`src/rtl/digit_scan_decoder_pkg.sv`:
```
// Shared display package: segment decode table, digit slot indices and
// digit-select classification used by the scan decoder and display driver.
package digit_scan_decoder_pkg;

   // Digit slot indices, matching csn bit positions.
   localparam int unsigned DigitSingle  = 0;
   localparam int unsigned DigitTen     = 1;
   localparam int unsigned DigitHundred = 2;
   localparam int unsigned DigitKilo    = 3;

   // Segment patterns for hex values 0..F, bit6 = a ... bit0 = g.
   localparam logic [6:0] SegTable [16] = '{
      7'b1111110, 7'b0110000, 7'b1101101, 7'b1111001,
      7'b0110011, 7'b1011011, 7'b1011111, 7'b1110000,
      7'b1111111, 7'b1111011, 7'b1110111, 7'b0011111,
      7'b1001110, 7'b0111101, 7'b1001111, 7'b1000111
   };

   // Digit-select classification of one sampled csn value.
   typedef enum logic [1:0] {
      SelNone,
      SelOne,
      SelMulti
   } sel_class_e;

   function automatic sel_class_e classify_sel(logic [3:0] csn);
      logic [2:0] lows;
      lows = '0;
      for (int i = 0; i < 4; i++) begin
         lows = lows + {2'b00, ~csn[i]};
      end
      if (lows == 3'd0) begin
         return SelNone;
      end else if (lows == 3'd1) begin
         return SelOne;
      end else begin
         return SelMulti;
      end
   endfunction

   // Index of the low csn bit; only meaningful when the class is SelOne.
   function automatic logic [1:0] sel_index(logic [3:0] csn);
      logic [1:0] idx;
      idx = '0;
      for (int i = 0; i < 4; i++) begin
         if (!csn[i]) begin
            idx = 2'(i);
         end
      end
      return idx;
   endfunction

endpackage

```
`src/rtl/digit_scan_decoder_seg7_to_hex.sv`:
```
// Combinational 7-segment pattern to hex value lookup with a match flag.
module seg7_to_hex
   import digit_scan_decoder_pkg::*;
(
   input  logic [6:0] seg,
   output logic [3:0] value,
   output logic       valid
);

   // Search the shared table; valid stays low for patterns it does not hold.
   always_comb begin
      value = '0;
      valid = 1'b0;
      for (int i = 0; i < 16; i++) begin
         if (seg == SegTable[i]) begin
            value = 4'(i);
            valid = 1'b1;
         end
      end
   end

endmodule

```
`src/rtl/digit_scan_decoder.sv`:
```
// Decodes a multiplexed 4-digit 7-segment scan into four hex digits,
// with stability filtering, frame assembly, error pulses and link timeout.
module digit_scan_decoder
   import digit_scan_decoder_pkg::*;
#(
   parameter int unsigned STABLE_CYC  = 4,
   parameter int unsigned TIMEOUT_CYC = 65535
) (
   input  logic       clk,
   input  logic       rst,
   input  logic       en,
   input  logic [3:0] csn,
   input  logic [6:0] abcdefg,
   output logic [3:0] single_digit,
   output logic [3:0] ten_digit,
   output logic [3:0] hundred_digit,
   output logic [3:0] kilo_digit,
   output logic       frame_valid,
   output logic       seg_err,
   output logic       sel_err,
   output logic       link_lost
);

   localparam logic [7:0]  StableLast = 8'(STABLE_CYC - 1);
   localparam logic [7:0]  StableHit  = 8'(STABLE_CYC - 2);
   localparam logic [19:0] TimeoutMax = 20'(TIMEOUT_CYC);

   logic [3:0]       csn_q, csn_p_q;
   logic [6:0]       seg_q, seg_p_q;
   logic [7:0]       stab_q, stab_d;
   logic             taken_q, taken_d;
   logic [3:0]       got_q, got_d;
   logic [3:0][3:0]  shadow_q, shadow_d;
   logic [3:0][3:0]  digits_q, digits_d;
   logic             frame_valid_q, frame_valid_d;
   logic             seg_err_q, seg_err_d;
   logic             sel_err_q, sel_err_d;
   logic [19:0]      timeout_q, timeout_d;

   sel_class_e cls_cur, cls_prev;
   logic       same, stab_inc, cap, cap_ok, cap_bad;
   logic [1:0] dig_idx;
   logic [3:0] dec_value;
   logic       dec_valid;

   seg7_to_hex u_seg7_to_hex (
      .seg   (seg_q),
      .value (dec_value),
      .valid (dec_valid)
   );

   assign cls_cur  = classify_sel(csn_q);
   assign cls_prev = classify_sel(csn_p_q);
   assign dig_idx  = sel_index(csn_q);
   assign same     = (csn_q == csn_p_q) && (seg_q == seg_p_q);
   assign stab_inc = en && (cls_cur == SelOne) && same;
   // Capture fires on the step that brings the counter to STABLE_CYC-1, once per slot.
   assign cap      = stab_inc && (stab_q == StableHit) && !taken_q;
   assign cap_ok   = cap && dec_valid;
   assign cap_bad  = cap && !dec_valid;

   // Input sample stage plus one-deep history for the stability compare.
   always_ff @(posedge clk or posedge rst) begin
      if (rst) begin
         csn_q   <= 4'b1111;
         seg_q   <= '0;
         csn_p_q <= 4'b1111;
         seg_p_q <= '0;
      end else begin
         csn_q   <= csn;
         seg_q   <= abcdefg;
         csn_p_q <= csn_q;
         seg_p_q <= seg_q;
      end
   end

   // Next-state for stability, frame assembly, pulses and timeout.
   always_comb begin
      stab_d        = '0;
      taken_d       = (csn_q != csn_p_q) ? 1'b0 : taken_q;
      got_d         = got_q;
      shadow_d      = shadow_q;
      digits_d      = digits_q;
      frame_valid_d = 1'b0;
      seg_err_d     = 1'b0;
      sel_err_d     = 1'b0;
      timeout_d     = timeout_q;
      if (stab_inc) begin
         stab_d = (stab_q == StableLast) ? stab_q : stab_q + 8'd1;
      end
      if (cap) begin
         taken_d = 1'b1;
      end
      if (en) begin
         // Publish the previous cycle's complete frame before recording a new capture.
         if (got_q == 4'b1111) begin
            digits_d      = shadow_q;
            frame_valid_d = 1'b1;
            got_d         = '0;
         end
         if (cap_ok) begin
            got_d[dig_idx]    = 1'b1;
            shadow_d[dig_idx] = dec_value;
         end
         seg_err_d = cap_bad;
         sel_err_d = (cls_cur == SelMulti) && (cls_prev != SelMulti);
         if (cap_ok) begin
            timeout_d = '0;
         end else if (timeout_q != TimeoutMax) begin
            timeout_d = timeout_q + 20'd1;
         end
      end
   end

   // State registers for the decode path.
   always_ff @(posedge clk or posedge rst) begin
      if (rst) begin
         stab_q        <= '0;
         taken_q       <= 1'b0;
         got_q         <= '0;
         shadow_q      <= '0;
         digits_q      <= '0;
         frame_valid_q <= 1'b0;
         seg_err_q     <= 1'b0;
         sel_err_q     <= 1'b0;
         timeout_q     <= '0;
      end else begin
         stab_q        <= stab_d;
         taken_q       <= taken_d;
         got_q         <= got_d;
         shadow_q      <= shadow_d;
         digits_q      <= digits_d;
         frame_valid_q <= frame_valid_d;
         seg_err_q     <= seg_err_d;
         sel_err_q     <= sel_err_d;
         timeout_q     <= timeout_d;
      end
   end

   assign single_digit  = digits_q[DigitSingle];
   assign ten_digit     = digits_q[DigitTen];
   assign hundred_digit = digits_q[DigitHundred];
   assign kilo_digit    = digits_q[DigitKilo];
   assign frame_valid   = frame_valid_q;
   assign seg_err       = seg_err_q;
   assign sel_err       = sel_err_q;
   assign link_lost     = (timeout_q == TimeoutMax);

endmodule
```
`config.mk`:
```
export PLATFORM = sky130hd
export DESIGN_NAME = digit_scan_decoder
export DESIGN_NICKNAME = d
export VERILOG_FILES = /design/src/rtl/digit_scan_decoder_pkg.sv /design/src/rtl/digit_scan_decoder_seg7_to_hex.sv /design/src/rtl/digit_scan_decoder.sv
export SDC_FILE = /design/constraint.sdc
export NUM_CORES = 1
export LEC_CHECK = 0
export CORE_ASPECT_RATIO = 1.5
export CORE_MARGIN = 1.5
export CORE_UTILIZATION = 55
export DETAILED_ROUTE_END_ITERATION = 7
export GPL_TIMING_DRIVEN = 0
export MAX_ROUTING_LAYER = met4
export PLACE_DENSITY = 0.76
export SLEW_MARGIN = 20
export SYNTH_ARGS = -nofsm -noshare
export SYNTH_HDL_FRONTEND = slang
export SYNTH_SLANG_ARGS = --single-unit
```
`constraint.sdc`:
```
create_clock -name clk -period 4.2 [get_ports clk]
set_input_delay 0.84 -clock clk [delete_from_list [all_inputs] [get_ports clk]]
set_output_delay 0.84 -clock clk [all_outputs]
set_load 0.01 [all_outputs]
```
==> run_results.csv <==
group,metric,value,unit
run_status,outcome,"complete, no violations",
worst_setup_path,critPathArrivalTime,4.14,ns
flow_run,cap_violations,0,
place,pre_cts_ws,0.2291,ns
global_route,grt_pass1_wl,13670,microns
cells_and_area,antenna_cells,0,
clock_network,clkSinkCount,90,
min_path,hold_path.class,"flip-flop to flip-flop",
floorplanning,chipWidth,74.45,microns
detailed_routing,wl_per_cell,14.56,microns
synth,synth_most_common_cell,"dfrtp_1",
sta,finalSetupTns,0,ns
synth,synth_fp_nets,413,
sta,tightest_slew,0.7104,ns
worst_setup_path,r2r-end,"shadow_q[5]",
place,dp_hpwl,5608,microns
place,placed_cell_area,4697,sq um
synth,ys_seq_elements,90,
detailed_routing,drt_pass1_iterations,4,
clock_network,tritoncts,"yes",
clock_network,cts_buffers,9,
sta,max_clock_freq,256.8,MHz
sta,period_minus_slack,3.894,ns
global_route,grt_pass1_vias,2986,
worst_setup_path,path_max_fanout,6,
cells_and_area,drive_gt1_frac,0.1068,
worst_setup_path,crit_path_max_incr_delay,0.63,ns
worst_setup_path,path_class,"flip-flop to flip-flop",
floorplanning,initial_utilization,0.5752,
worst_setup_path,crit_top_cell,"ha_1",
sta,hold_viol_final,0,
power,leakage,0.002203,uW
synth,synth_area,4212,sq um
synth,synthArstFlopShare,1.000,
clock_network,max-clock-path-buffers,2,
global_route,antenna_found_initial,0,
worst_setup_path,startpoint_type,"flip-flop",
sta,setup_ws,0.3056,ns
detailed_routing,vias_per_cell,5.494,
place,gp_congestion,0.8510,
synth,syn_area_per_cell,10.80,sq um
power,vdd_drop_max,0.0002890,V
worst_setup_path,slowest_stage,"dfstp_2",
synth,synth_common_cells,"82 x dfrtp_1, 52 x nand2_1, 33 x nor2_1",
clock_network,cts_root_buf,"clkbuf_8",
sta,rsz0062_at_grt,"false",
detailed_routing,antenna_left,0,
cells_and_area,fin_nets,458,
worst_setup_path,startpoint,"csn_q[2]",
worst_setup_path,crit_required,4.44,ns
sta,finalSetupViolations,0,
sta,final_max_slew_viol_count,0,
worst_setup_path,end_kind,"flip-flop",
clock_network,insertion_delay,0.35,ns
floorplanning,die_y,110.2,microns
sta,fin_crit_sh,0.9272,
worst_setup_path,worstReg2RegStart,"csn_q[2]",
power,power.density,349.1,nW/um^2
floorplanning,ioPinCount,34,
clock_network,htreeDepth,3,
global_route,grt-ovfl-total,0,
global_route,track_usage,0.2234,
cells_and_area,area_delta_synth_final,15.95,%
synth,syn-instance-count,390,
worst_setup_path,crit_chain,"fa_1, inv_1, ha_1, ha_1, or4bb_1, nor4_1, nand4b_4, a2111oi_4, mux2_1",
global_route,grt_start_max_net_pins,59,
worst_setup_path,rr_worst_depth,9,
synth,ys_warn_count,0,
floorplanning,placeableCoreArea,7322,sq um
detailed_routing,vias,2967,
detailed_routing,drtIter0Drc,173,
synth,synthTopCellsByArea,"dfrtp_1 49%, xor2_1 5.8%, dfstp_2 5.0%",
power,power.total,1705,uW
worst_setup_path,critPathCapture,"shadow_q[5]",
floorplanning,dieArea,8202,sq um
synth,ys_types,54,
floorplanning,rows,38,
detailed_routing,routed_wirelength,7860,microns
detailed_routing,drc,0,
place,numPortBuffers,33,
synth,synth-main-ff-cell,"dfrtp_1",
clock_network,clkTransAtPathRegs,0.09,ns
synth,synth_top_area_frac,0.4872,
cells_and_area,stdcell_area,4883,sq um
synth,synth_edf_count,0,
worst_setup_path,r2r_slack,0.31,ns
synth,ys_seq_area_frac,0.5371,
sta,relSlewSlack,0.5220,
sta,fin_skew,0.01266,ns
synth,synth.largest_area_cell,"dfrtp_1",
-- worst max-delay path, delay by kind of cell (launching register included) --
family                     cells  cell delay, ns
muxes                          1            0.38
AOI/OAI and AO/OA              1            0.62
adders and majority gates      3            0.81
and+or+nand+nor                3            1.28
DFF                            1            0.63
buffers and inverters          1            0.07
-- registers in the layout, indices dropped and copies added (netlist names), 4 cells and up --
signal and count:
hundred_digit 4, csn_q 4, seg_p_q 7, kilo_digit 4, got_q 4, timeout_q 20
stab_q 8, shadow_q 16, single_digit 4, csn_p_q 4, ten_digit 4, seg_q 7
-- through the flow --
step / std cells / util / hold WS, ns
4_1_cts: 540 / 0.6659 / 0.3776
3_5_place_dp: 524 / 0.6415 / 0.3589
2_1_floorplan: 390 / - / 0.3519
6_report: 540 / 0.6670 / 0.3767
3_3_place_gp: 523 / 0.6374 / 0.3602
5_1_grt: 540 / 0.6670 / 0.3886
-- placed cells by master, fill, tap and decap left out, types with 6 or more instances in the layout --
| cell | n |
|---|---|
| mux2_2 | 6 |
| dfrtp_1 | 82 |
| clkbuf_8 | 10 |
| clkbuf_1 | 13 |
| dfstp_2 | 8 |
| o21ai_0 | 15 |
| nand4_1 | 7 |
| mux2_1 | 6 |
| nor3_1 | 9 |
| nand2_1 | 52 |
| xor2_1 | 28 |
| nand3_1 | 17 |
| nor2_1 | 33 |
| ha_1 | 7 |
| xnor2_1 | 11 |
| clkdlybuf4s50_1 | 33 |
| nor4_1 | 9 |
| inv_1 | 17 |
-- power by group --
| part | total (uW) | switching (uW) | internal (uW) |
|---|---|---|---|
| registers | 974 | 58.4 | 916 |
| clock network | 534 | 300 | 235 |
| logic | 196 | 112 | 84.3 |
-- layout make-up --
cell class	count	area, sq um
Sequential cell	90	2262
Inverter	18	70.07
Multi-Input combinational cell	266	1826
Buffer	16	63.81
Timing Repair Buffer	34	357.8
Tap cell	100	125.1
Clock buffer	11	141.4
Clock inverter	5	37.54
Fill cell	578	2439
-- cells by family after synthesis --
kind of cell / after synthesis / synth area share
fa+ha+maj: 9 / 0.03030
compound gates: 41 / 0.07754
buf+inv: 34 / 0.03119
simple gates: 160 / 0.1988
flops: 90 / 0.5371
mux: 17 / 0.04397
xor+xnor: 39 / 0.08111
-- worst min path at each step --
stage                         from    endpoint  slack, ns  depth (start not counted)
after CTS                 seg_q[0]  seg_p_q[0]       0.38                          0
after detailed placement  seg_q[4]  seg_p_q[4]       0.36                          0
final                     seg_q[0]  seg_p_q[0]       0.38                          0
after floorplan           seg_q[0]  seg_p_q[0]       0.35                          0
after global routing      seg_q[0]  seg_p_q[0]       0.39                          0
after global placement    seg_q[4]  seg_p_q[4]       0.36                          0
-- layer usage --
layer	share of wire	global-route usage
met1	0.42	0.2669
met2	0.52	0.3635
met3	0.029	0.04273
met4	0.030	0.1026
met5	0	-
-- repair_timing --
item,in CTS,in global routing
endpoints found under the setup margin,0,6
hold buffers,0,0
buffers inserted,0,0
gates resized for setup,0,1
No activity file was read; power rests on OpenSTA's default activity.
